<file path="config.mk">
export PLATFORM = sky130hd
export DESIGN_NAME = ext_int_ctrl
export DESIGN_NICKNAME = d
export VERILOG_FILES = /design/src/rtl/ext_int_ctrl.sv
export SDC_FILE = /design/constraint.sdc
export NUM_CORES = 1
export LEC_CHECK = 0
export CORE_AREA = 2 2 71 73
export DETAILED_ROUTE_END_ITERATION = 6
export DIE_AREA = 0 0 73 75
export GPL_TIMING_DRIVEN = 0
export PLACE_DENSITY_LB_ADDON = 0.08
export SYNTH_ARGS = -nofsm -noshare
export SYNTH_HDL_FRONTEND = slang
export SYNTH_SLANG_ARGS = --single-unit
</file>
<file path="constraint.sdc">
create_clock -name clk -period 2.4 [get_ports clk]
set_clock_uncertainty 0.2 [all_clocks]
set_input_delay 0.24 -clock clk [delete_from_list [all_inputs] [get_ports clk]]
set_output_delay 0.24 -clock clk [all_outputs]
set_load 0.02 [all_outputs]
</file>
<file path="src/rtl/ext_int_ctrl.sv">
// rtl/ext_int_ctrl.sv - external interrupt front-end: sync, edge detect, mask, queue, pulse replay
//
// Purpose:
//   Four raw asynchronous interrupt lines are synchronised and edge-detected.
//   Each detected edge passes through a mask and is counted in a saturating
//   per-source pending counter. The events are then replayed on ext_int as
//   gap-separated pulses, so the PC stage sees every event as its own rising edge.
//
// Ports:
//   clk        in   1  system clock, rising edge
//   reset      in   1  synchronous, active-high reset
//   irq_in     in   4  raw asynchronous interrupt requests (rising edge significant)
//   bus_we     in   1  register write strobe
//   bus_addr   in   2  register select (0 mask, 1 pending, 2 overflow, 3 stats)
//   bus_wdata  in   8  write data
//   bus_rdata  out  8  registered read data, valid one cycle after bus_addr
//   ext_int    out  4  pulsed interrupt lines to the PC stage
//   pending    out  4  bit i set while pending counter i is non-zero
//
// Optional feature macro: EXT_INT_STATS_EN (per-source 8-bit event counters on addr3)

module ext_int_ctrl #(
    parameter int SYNC_STAGES = 2,
    parameter int PULSE_LEN   = 2,
    parameter int GAP_LEN     = 2,
    parameter int CNT_W       = 2
) (
    input  logic       clk,
    input  logic       reset,
    input  logic [3:0] irq_in,
    input  logic       bus_we,
    input  logic [1:0] bus_addr,
    input  logic [7:0] bus_wdata,
    output logic [7:0] bus_rdata,
    output logic [3:0] ext_int,
    output logic [3:0] pending
);

    localparam int MAXLEN = (PULSE_LEN > GAP_LEN) ? PULSE_LEN : GAP_LEN;
    localparam int TW     = ($clog2(MAXLEN) < 1) ? 1 : $clog2(MAXLEN);
    localparam int AW     = $clog2(SYNC_STAGES + 2);
    localparam logic [CNT_W-1:0] CNT_MAX = {CNT_W{1'b1}};

    typedef enum logic [1:0] {
        IDLE = 2'd0,
        HIGH = 2'd1,
        GAP  = 2'd2
    } state_t;

    logic [3:0]    synced;
    logic [3:0]    synced_prev;
    logic [3:0]    evt_q;
    logic [3:0]    mask_q;
    logic [3:0]    overflow;
    logic [3:0]    pend_clr;
    logic [3:0]    ovf_clr;
    logic [AW-1:0] arm_cnt;
    logic          armed;
    logic [7:0]    stats_rd;
    logic          unused_wdata;

    // The arming window covers the time the synchronisers need to fill after
    // reset, so a line that was already high never looks like a fresh edge.
    assign armed = (arm_cnt == AW'(SYNC_STAGES + 1));

    assign pend_clr = (bus_we && bus_addr == 2'd1) ? bus_wdata[3:0] : 4'h0;
    assign ovf_clr  = (bus_we && bus_addr == 2'd2) ? bus_wdata[3:0] : 4'h0;

    always_ff @(posedge clk) begin
        if (reset) begin
            arm_cnt     <= '0;
            synced_prev <= 4'h0;
            evt_q       <= 4'h0;
            mask_q      <= 4'hF;
        end else begin
            if (!armed) begin
                arm_cnt <= arm_cnt + AW'(1);
            end
            synced_prev <= synced;
            // Registered detect adds the cycle that puts ext_int at k+SYNC_STAGES+1.
            evt_q       <= synced & ~synced_prev & mask_q & {4{armed}};
            if (bus_we && bus_addr == 2'd0) begin
                mask_q <= bus_wdata[3:0];
            end
        end
    end

    for (genvar i = 0; i < 4; i++) begin : g_src
        logic [SYNC_STAGES-1:0] sync_q;
        state_t                 state_q, state_d;
        logic [TW-1:0]          tmr_q, tmr_d;
        logic [CNT_W-1:0]       cnt_q, cnt_d;
        logic                   ovf_q, ovf_set;
        logic                   start, take, inc;

        always_ff @(posedge clk) begin
            if (reset) begin
                sync_q <= '0;
            end else begin
                sync_q <= {sync_q[SYNC_STAGES-2:0], irq_in[i]};
            end
        end

        assign synced[i] = sync_q[SYNC_STAGES-1];

        always_comb begin
            state_d = state_q;
            tmr_d   = tmr_q;
            start   = 1'b0;
            case (state_q)
                IDLE: start = (cnt_q != '0) || evt_q[i];
                HIGH: begin
                    if (tmr_q == '0) begin
                        state_d = GAP;
                        tmr_d   = TW'(GAP_LEN - 1);
                    end else begin
                        tmr_d = tmr_q - TW'(1);
                    end
                end
                GAP: begin
                    // Chaining straight into the next pulse keeps queued
                    // events at exactly PULSE_LEN+GAP_LEN cycles apart.
                    if (tmr_q == '0) begin
                        start = (cnt_q != '0) || evt_q[i];
                        if (!start) begin
                            state_d = IDLE;
                        end
                    end else begin
                        tmr_d = tmr_q - TW'(1);
                    end
                end
                default: state_d = IDLE;
            endcase
            if (start) begin
                state_d = HIGH;
                tmr_d   = TW'(PULSE_LEN - 1);
            end

            // A start with an empty counter consumes the event directly;
            // otherwise the event joins the queue behind older entries.
            take    = start && (cnt_q != '0);
            inc     = evt_q[i] && !(start && (cnt_q == '0));
            cnt_d   = cnt_q;
            ovf_set = 1'b0;
            if (inc && !take) begin
                if (cnt_q == CNT_MAX) begin
                    ovf_set = 1'b1;
                end else begin
                    cnt_d = cnt_q + CNT_W'(1);
                end
            end else if (take && !inc) begin
                cnt_d = cnt_q - CNT_W'(1);
            end
            if (pend_clr[i]) begin
                cnt_d = '0;
            end
        end

        always_ff @(posedge clk) begin
            if (reset) begin
                state_q <= IDLE;
                tmr_q   <= '0;
                cnt_q   <= '0;
                ovf_q   <= 1'b0;
            end else begin
                state_q <= state_d;
                tmr_q   <= tmr_d;
                cnt_q   <= cnt_d;
                if (ovf_set) begin
                    ovf_q <= 1'b1;
                end else if (ovf_clr[i]) begin
                    ovf_q <= 1'b0;
                end
            end
        end

        assign ext_int[i]  = (state_q == HIGH);
        assign pending[i]  = (cnt_q != '0);
        assign overflow[i] = ovf_q;
    end

`ifdef EXT_INT_STATS_EN
    logic [7:0] stat_q [4];
    logic [1:0] sel_q;
    logic       stat_wr;

    assign stat_wr = bus_we && (bus_addr == 2'd3);

    always_ff @(posedge clk) begin
        if (reset) begin
            sel_q <= 2'd0;
            for (int i = 0; i < 4; i++) begin
                stat_q[i] <= 8'h00;
            end
        end else begin
            if (stat_wr) begin
                sel_q <= bus_wdata[1:0];
            end
            for (int i = 0; i < 4; i++) begin
                if (stat_wr && bus_wdata[7] && (bus_wdata[1:0] == 2'(i))) begin
                    stat_q[i] <= 8'h00;
                end else if (evt_q[i] && (stat_q[i] != 8'hFF)) begin
                    stat_q[i] <= stat_q[i] + 8'd1;
                end
            end
        end
    end

    assign stats_rd     = stat_q[sel_q];
    assign unused_wdata = ^bus_wdata[6:4];
`else
    assign stats_rd     = 8'h00;
    assign unused_wdata = ^bus_wdata[7:4];
`endif

    always_ff @(posedge clk) begin
        if (reset) begin
            bus_rdata <= 8'h00;
        end else begin
            case (bus_addr)
                2'd0:    bus_rdata <= {4'h0, mask_q};
                2'd1:    bus_rdata <= {4'h0, pending};
                2'd2:    bus_rdata <= {4'h0, overflow};
                default: bus_rdata <= stats_rd;
            endcase
        end
    end

endmodule

</file>
==> results of run 1 <==
[flip-flops by register name (all words and copies together) (netlist names)]
register,count
g_src.state_q,8
g_src.cnt_q,8
synced_prev,4
g_src.sync_q,8
arm_cnt,2
mask_q,4
g_src.ovf_q,4
bus_rdata,4
evt_q,4
g_src.tmr_q,4
[per-layer routing]
metal  routed length [um]  part of all wire
met1                 1960              0.51
met2                 1680              0.43
met3                  155             0.040
met4                   68             0.018
met5                    0                 0
[worst max-delay path by stage]
stage	end	slack (ps)
floorplan	g_src[0].tmr_q	950
global placement	mask_q[2]	610
detailed placement	mask_q[3]	600
CTS	ext_int[0]	290
global route	ext_int[2]	200
finish	ext_int[2]	300
[synthesized netlist by cell type (all sizes together)]
cell	n
and3	2
nor2b	22
nor2	28
clkinv	1
nand3	4
conb	1
a32oi	4
a221oi	6
nor3	4
o311a	4
and3b	2
nor3b	3
o21ai	14
a2111oi	2
a211oi	4
inv	4
ha	1
mux2i	15
a21oi	4
o22a	4
dfxtp	50
nand2	12
a21o	2
buf	8
xor2	3
and2b	2
clkbuf	4
and2	2
nand2b	3
o21a	2
[power groups by stage]
stage          Combinational [uW]  Sequential (uW)  Clock, uW
2_1_floorplan                72.7              884          0
6_report                      117              862        581
5_1_grt                       131              865        626
3_3_place_gp                  117              882          0
4_1_cts                       118              863        599
3_5_place_dp                  118              882          0
[cell type report]
class / count / area [um^2] / area share
Timing Repair Buffer: 21 / 210 / 0.0849
Buffer: 12 / 66.3 / 0.0268
Clock inverter: 1 / 30.0 / 0.0121
Tap cell: 54 / 67.6 / 0.0273
Inverter: 5 / 18.8 / 0.00758
Multi-Input combinational cell: 153 / 1010 / 0.406
Clock buffer: 7 / 76.3 / 0.0308
Sequential cell: 50 / 1000 / 0.404
[cells by family (layout without fill, tap and decap cells)]
| logic type | after synthesis | in the layout | synth area share |
|---|---|---|---|
| adders and majority gates | 1 | 1 | 0.00601 |
| xor gates and xnor gates | 3 | 3 | 0.0126 |
| muxes | 15 | 15 | 0.0722 |
| AOI/OAI and AO/OA | 46 | 46 | 0.170 |
| and+or+nand+nor | 84 | 84 | 0.216 |
| buffers and inverters | 17 | 46 | 0.0409 |
| DFF | 50 | 50 | 0.481 |
| other | 1 | 4 | 0.00180 |
[metrics by stage]
step           power (uW)  cell area, um^2  setup WS (ps)  utilization  std cells
2_1_floorplan         956             2090            946            -        220
4_1_cts              1580             2480            294        0.531        303
3_3_place_gp          999             2370            614        0.508        295
3_5_place_dp         1000             2370            600        0.508        295
6_report             1560             2480            302        0.531        303
5_1_grt              1620             2480            196        0.531        303
==> results.py, run 1 <==
metrics = {
    "setup_path": {
        "path_max_fanout": 6,
        "worst-endpoint-arrival_ps": 1660,
        "r2r-start": "g_src[2].tmr_q",
        "crit_buf_inv": 1,
        "cp_slowest_cell": "clkdlybuf4s50_1",
        "r2r_cells": 4,
        "critical_path.top_delay_family": "buffers and inverters",
        "cp.required_ps": 1960,
        "max_stage_delay_ps": 650,
        "path_cells": "nor2b_1 > clkdlybuf4s50_1",
        "startpoint": "g_src[2].state_q[0]",
        "reg2reg_setup_slack_ps": 920,
        "endpoint_kind": "output port",
        "startpoint_type": "register",
        "crit_type": "register to output port",
        "worst-path-stages": 2,
        "worstReg2RegEnd": "g_src[2].cnt_q[0]",
    },
    "final_layout": {
        "final_common_cell": "dfxtp_1",
        "num_antenna_cells": 0,
        "fillerInstances": 463,
        "mostFrequentLayoutCells": "dfxtp_1 (50), nor2_1 (28), clkdlybuf4s50_1 (21)",
        "drive_gt1_frac": 0.0964,
        "area_growth_pct": 19.0,
        "finalNetCount": 266,
    },
    "global_route": {
        "antenna_found_initial": 0,
        "overflow": 0,
        "grt_usage": 0.158,
        "grt_max_degree": 15,
        "grt.busiest_layer": "met2",
        "grtUsageMet1": 0.211,
        "grt_use_met3": 0.0402,
        "use_met2": 0.246,
        "grt_pass1_wl_um": 6550,
        "grt_pass1_vias": 1391,
    },
    "die": {
        "core_mm2": 0.00466,
        "die-area_mm2": 0.00548,
        "die_w_um": 73,
        "dieHeight_um": 75,
        "start_util": 0.446,
        "rows": 25,
        "num_io_pins": 33,
    },
    "clock_tree": {
        "post_cts_resize_count": 0,
        "root_buffer": "clkbuf_8",
        "clk_pin_slew_ps": 90,
        "cts_buffers": 5,
        "cts_tree": "yes",
        "clk_latency_ps": 300,
        "post_cts_buffers": 0,
        "ctsHtreeMaxLevel": 2,
        "clk_path_buf_depth": 2,
        "cts.sink_count": 50,
        "hold_buffers": 0,
    },
    "timing": {
        "max_freq_mhz": 477,
        "finalSetupTns_ps": 0,
        "hold_viol": 0,
        "period_needed_ps": 2100,
        "max_slew_margin": 0.630,
        "whs_ps": 55.4,
        "rsz0062_at_grt": "false",
        "worst_slew_pin_slew_ps": 554,
        "finalCritPeriodShare": 0.874,
        "finalSetupViolations": 0,
        "slew_violations": 0,
    },
    "power_and_ir_drop": {
        "p_per_area_mw_per_mm2": 630,
        "vdd_drop_max_v": 0.000457,
        "seqPwrFrac": 0.553,
        "p_sw_frac": 0.219,
        "p_int_uw": 1220,
        "p_leak_uw": 0.00102,
        "comb_power_share": 0.075,
        "switchingPower_uw": 341,
        "p_clk_frac": 0.372,
    },
    "place": {
        "gp_congestion": 0.768,
        "port_buffers": 21,
        "dp_hpwl_um": 2730,
    },
    "route": {
        "drt_first_iter_violations": 66,
        "vias_per_cell": 5.17,
        "drc": 0,
        "num_vias": 1567,
        "dr.pass1.iters": 4,
        "ant_nets": 0,
        "wl_um": 3870,
        "wl_per_cell_um": 12.8,
    },
    "min_path": {
        "hp-start": "reset",
        "worst_hold_path_type": "input pin to register",
        "hold_path_depth": 2,
        "hold_end": "g_src[0].cnt_q[0]",
    },
    "yosys": {
        "yosys.area.top_type_share": 0.481,
        "synth.avg_cell_area_um2": 9.59,
        "synth_cell_types": 36,
        "synth_warnings": 0,
        "ys_top_cells_by_area": "dfxtp_1 (48%), mux2i_1 (7.2%), nor2b_1 (6.0%)",
        "syn_area_mm2": 0.00208,
        "synth_top_area_cell": "dfxtp_1",
        "postSynthCellCount": 217,
        "yosysSeqAreaShare": 0.481,
        "ys_seq_elements": 50,
    },
    "job": {
        "cap_viol_max_count": 0,
    },
    "outcome": {
        "status": "finished clean",
    },
}
(Power assumes the default switching activity.)
==> inputs of run 2 (changes only) <==
--- a/config.mk
+++ b/config.mk
@@ -5,6 +5,7 @@
 export SDC_FILE = /design/constraint.sdc
 export NUM_CORES = 1
 export LEC_CHECK = 0
+export ABC_AREA = 0
 export CORE_AREA = 2 2 71 73
 export DETAILED_ROUTE_END_ITERATION = 6
 export DIE_AREA = 0 0 73 75
==> results of run 2 <==
No change in the layout: final DEF, timing and power equal those of run 1.
